`config.mk`:
```
export PLATFORM = sky130hd
export DESIGN_NAME = if_id_skid_reg
export DESIGN_NICKNAME = d
export VERILOG_FILES = /design/src/rtl/if_id_skid_reg_pkg.sv /design/src/rtl/if_id_skid_reg.sv
export SDC_FILE = /design/constraint.sdc
export NUM_CORES = 1
export LEC_CHECK = 0
export ABC_AREA = 0
export CAP_MARGIN = 20
export CORE_UTILIZATION = 36
export DETAILED_ROUTE_END_ITERATION = 10
export DONT_BUFFER_PORTS = 1
export MAX_ROUTING_LAYER = met4
export PLACE_DENSITY = 0.59
export SLEW_MARGIN = 10
export SYNTH_ARGS = -nofsm -noshare
export SYNTH_HDL_FRONTEND = slang
export SYNTH_SLANG_ARGS = --single-unit
```
`constraint.sdc`:
```
create_clock -name clk -period 2.59 [get_ports clk]
set_input_delay 0.1295 -clock clk [delete_from_list [all_inputs] [get_ports clk]]
set_output_delay 0.1295 -clock clk [all_outputs]
set_load 0.1 [all_outputs]
```
`src/rtl/if_id_skid_reg_pkg.sv`:
```
// Shared IF/ID definitions: fetch and IF/ID buffer state encodings plus reset constants.
package if_id_skid_reg_pkg;

  typedef enum logic [1:0] {
    FETCH_IDLE = 2'd0,
    FETCH_REQ  = 2'd1,
    FETCH_WAIT = 2'd2
  } fetch_state_e;

  typedef enum logic [1:0] {
    IFID_EMPTY = 2'd0,
    IFID_ONE   = 2'd1,
    IFID_FULL  = 2'd2
  } ifid_state_e;

  localparam logic [31:0] IFID_NOP_INST = 32'h0000_0013;
  localparam logic [31:0] IFID_RESET_PC = 32'h8000_0000;

endpackage

```
`src/rtl/if_id_skid_reg.sv`:
```
// IF/ID pipeline register: two-entry skid buffer (main drives decode, skid holds overflow)
// with registered in_ready/occupancy and a synchronous flush.
module if_id_skid_reg
  import if_id_skid_reg_pkg::*;
#(
  parameter int unsigned      WIDTH    = 32,
  parameter logic [WIDTH-1:0] RESET_PC = WIDTH'(IFID_RESET_PC),
  parameter logic [WIDTH-1:0] NOP_INST = WIDTH'(IFID_NOP_INST)
) (
  input  logic             clk,
  input  logic             rst,
  input  logic             in_valid,
  output logic             in_ready,
  input  logic [WIDTH-1:0] in_pc,
  input  logic [WIDTH-1:0] in_inst,
  output logic             out_valid,
  input  logic             out_ready,
  output logic [WIDTH-1:0] out_pc,
  output logic [WIDTH-1:0] out_inst,
  input  logic             flush,
  output logic [1:0]       occupancy
);

  ifid_state_e      state;
  logic [WIDTH-1:0] skid_pc;
  logic [WIDTH-1:0] skid_inst;
  logic             in_fire;
  logic             out_fire;

  assign in_fire  = in_valid & in_ready;
  assign out_fire = out_valid & out_ready;

  // out_pc/out_inst are the main entry itself; out_inst is parked at NOP_INST
  // whenever the buffer drains so decode never sees a stale instruction.
  always_ff @(posedge clk or negedge rst) begin
    if (!rst) begin
      state     <= IFID_EMPTY;
      in_ready  <= 1'b1;
      out_valid <= 1'b0;
      occupancy <= 2'd0;
      out_pc    <= RESET_PC;
      out_inst  <= NOP_INST;
      skid_pc   <= '0;
      skid_inst <= '0;
    end else if (flush) begin
      state     <= IFID_EMPTY;
      in_ready  <= 1'b1;
      out_valid <= 1'b0;
      occupancy <= 2'd0;
      out_inst  <= NOP_INST;
    end else begin
      unique case (state)
        IFID_EMPTY: begin
          if (in_fire) begin
            state     <= IFID_ONE;
            out_valid <= 1'b1;
            occupancy <= 2'd1;
            out_pc    <= in_pc;
            out_inst  <= in_inst;
          end
        end
        IFID_ONE: begin
          if (in_fire && out_fire) begin
            out_pc   <= in_pc;
            out_inst <= in_inst;
          end else if (in_fire) begin
            state     <= IFID_FULL;
            in_ready  <= 1'b0;
            occupancy <= 2'd2;
            skid_pc   <= in_pc;
            skid_inst <= in_inst;
          end else if (out_fire) begin
            state     <= IFID_EMPTY;
            out_valid <= 1'b0;
            occupancy <= 2'd0;
            out_inst  <= NOP_INST;
          end
        end
        IFID_FULL: begin
          if (out_fire) begin
            state     <= IFID_ONE;
            in_ready  <= 1'b1;
            occupancy <= 2'd1;
            out_pc    <= skid_pc;
            out_inst  <= skid_inst;
          end
        end
        default: begin
          state     <= IFID_EMPTY;
          in_ready  <= 1'b1;
          out_valid <= 1'b0;
          occupancy <= 2'd0;
          out_inst  <= NOP_INST;
        end
      endcase
    end
  end

endmodule

```
==> impl_metrics.yaml <==
status:
  status: "finished with violations"
  failed_checks: "hold timing"
job:
  drv_cap: 0
timing:
  hold_viol: 132
  post-route-period-util: 0.8560
  maxClockFrequency_ghz: 0.4511
  relSlewSlack: 0.3780
  setup_viol: 0
  maxSlewViolCount: 0
  grt_setup_unrepaired: "false"
  whs_ps: -587.9
  tightest_slew_ps: 933.1
  fin_setup_tns_ps: 0
  layout_setup_ws_ps: 373.0
  finalCriticalPeriod_ps: 2217
  clock_skew_ps: 7.157
synth:
  synth_edf_count: 0
  synth-async-reset-ratio: 1.000
  synth_common_cells: "dfrtp_1, mux2_2, mux2_4, nand2_1"
  seq_area_frac_synth: 0.5557
  ys_ff_latch: 132
  synth.area.top_cells: "dfrtp_1, mux2_4, mux2_2, a22oi_1, o21ai_0"
  syn_area_per_cell_um2: 14.01
  netlist_area_um2: 5956
  synth-main-ff-cell: "dfrtp_1"
  synth_fp_nets: 494
  synth_warnings: 0
  synth_top_area_share: 0.5336
  syn-instance-count: 425
  yosys.area.top_type: "dfrtp_1"
  synth_cell_types: 38
  yosysMostFrequentCell: "dfrtp_1"
power_and_ir_drop:
  clkPwrFrac: 0.236
  peakVddDrop_mv: 0.8667
  p_sw_w: 0.004244
  seq_power_share: 0.530
  sw_frac_of_total: 0.4413
  powerDensity_nw_per_um2: 1256
  p_leak_nw: 3.357
  p_int_w: 0.005373
  pwr-share-comb: 0.233
place:
  dp_hpwl_um: 8356
  gp_congestion: 0.7369
  dp_slack_ps: 359.0
  port_buffers: 0
global_routing:
  grt_max_degree: 133
  globalRouteMet1Util: 0.2091
  antenna_found_initial: 1
  grt_overflow: 0
  grt_pass1_wl_um: 21650
  grtUsageMet3: 0.06352
  grt-busiest-layer: "met2"
  grt_pass1_vias: 4074
  grtUsageTotal: 0.1756
  gr-usage-met2: 0.2708
clock_tree:
  postCtsSetupRepairBufs: 0
  clk_pin_slew_ps: 60
  max-clock-path-buffers: 2
  cts_root_buffer: "clkbuf_16"
  cts_buffers: 17
  cts_max_level: 4
  cts_tree: "done"
  clkLatencyLatePin_ps: 420
  cts_resized: 0
  clock-sinks: 132
  hold_buffers: 67
floorplan:
  initial_core_util: 0.3722
  design.core.area_um2: 16000
  ios: 137
  rows: 46
  die_area_um2: 17060
  die_h_um: 130.6
  die_w_um: 130.6
critical_path:
  worst-setup-path-type: "register to register"
  arrival_ps: 2460
  required_ps: 2830
  cp_max_fo: 29
  cp-start-kind: "register"
  cp-end-kind: "register"
detailed_routing:
  ant_nets: 0
  dr.first_iter.drc_count: 130
  routed_wl_um: 13700
  drc: 0
  vias: 3792
  wire_per_inst_um: 18.21
  routed_via_density: 5.043
  dr.pass1.iters: 4
hold_path:
  hold_class: "input pin to async pin"
finish:
  syn2layout_area_growth_pct: 28.59
  final_nets: 591
  fill_cells: 1428
  drive_gt1_frac: 0.4056
## power by group through the flow
| stage | clock network [W] | logic [W] | registers, W |
|---|---|---|---|
| finish | 0.00227 | 0.00224 | 0.00510 |
| CTS | 0.00234 | 0.00226 | 0.00510 |
| global route | 0.00243 | 0.00239 | 0.00520 |
| global placement | 0 | 0.00209 | 0.00508 |
| floorplan | 0 | 0.00132 | 0.00548 |
| detailed placement | 0 | 0.00217 | 0.00511 |
## worst paths after layout
| check | startpoint | end | slack (ps) | depth (start not counted) |
|---|---|---|---|---|
| hold reg to reg | out_inst[12]$_DFFE_PN0P_ | out_inst[12]$_DFFE_PN0P_ | 480 | 2 |
| min in group clk | in_pc[2] | out_pc[2]$_DFFE_PN0P_ | 20 | 2 |
| max in group asynchronous | rst | in_ready$_DFFE_PN1P_ | 2800 | 0 |
| hold / removal | rst | skid_inst[10]$_DFFE_PN0P_ | -590 | 0 |
| setup reg to reg | state[1]$_DFFE_PN0P_ | out_inst[16]$_DFFE_PN0P_ | 370 | 4 |
| setup / recovery | state[1]$_DFFE_PN0P_ | out_inst[16]$_DFFE_PN0P_ | 370 | 4 |
## final cells by class
cell class | instances | area, µm² | share of cell area
flip-flops and latches | 132 | 3311 | 0.4323
multi-input cells | 261 | 2487 | 0.3248
repair buffers | 108 | 1016 | 0.1327
clock buffers | 20 | 456.7 | 0.05963
well taps | 216 | 270.3 | 0.03529
clock inverters | 12 | 107.6 | 0.01405
inverters | 2 | 7.507 | 0.0009802
diodes | 1 | 2.502 | 0.0003267
## stage by stage
step	area, µm²	std cells	utilization	hold WS (ps)	total power (W)
5_1_grt	7659	752	0.4787	-616.2	0.01002
6_report	7659	752	0.4787	-587.9	0.009617
3_5_place_dp	6421	652	0.4013	-163.1	0.007273
2_1_floorplan	5957	425	-	-166.1	0.006795
4_1_cts	7656	751	0.4785	-613.5	0.009700
3_3_place_gp	6421	652	0.4013	-162.3	0.007177
## routing by layer
layer	routed length [µm]	up-vias
li1	-	1729
met1	5883	1918
met2	6471	123
met3	1090	22
met4	249	0
met5	0	-
## logic make-up after synthesis
logic type             after synthesis  synth area share
buffers and inverters               32           0.03172
AO/OA/AOI/OAI                       79           0.08782
multiplexers                       128            0.2798
flip-flops                         132            0.5557
AND/OR/NAND/NOR                     54           0.04496
## flip-flops by register name (all words and copies together), names as in the netlist
signal and cells:
out_inst 32, out_pc 32, out_valid 1, in_ready 1, skid_pc 32, state 2
skid_inst 32
## critical path, cell delays in order (launching register included)
cell	delay [ps]
dfrtp_1	570
and2b_2	330
nand3_1	150
a21o_1	730
o21ai_0	250
## cell usage in the layout, fill, tap and decap left out, types with 4 or more instances in the layout
cell type	instances
dfrtp_1	126
mux2_2	68
dlygate4sd3_1	67
mux2_4	60
buf_4	38
nand2_1	35
a22oi_1	29
o21ai_0	29
clkbuf_16	17
a21oi_1	5
dfstp_2	5
clkinv_2	4
clkinv_4	4
No activity file was read; power rests on OpenSTA's default activity.
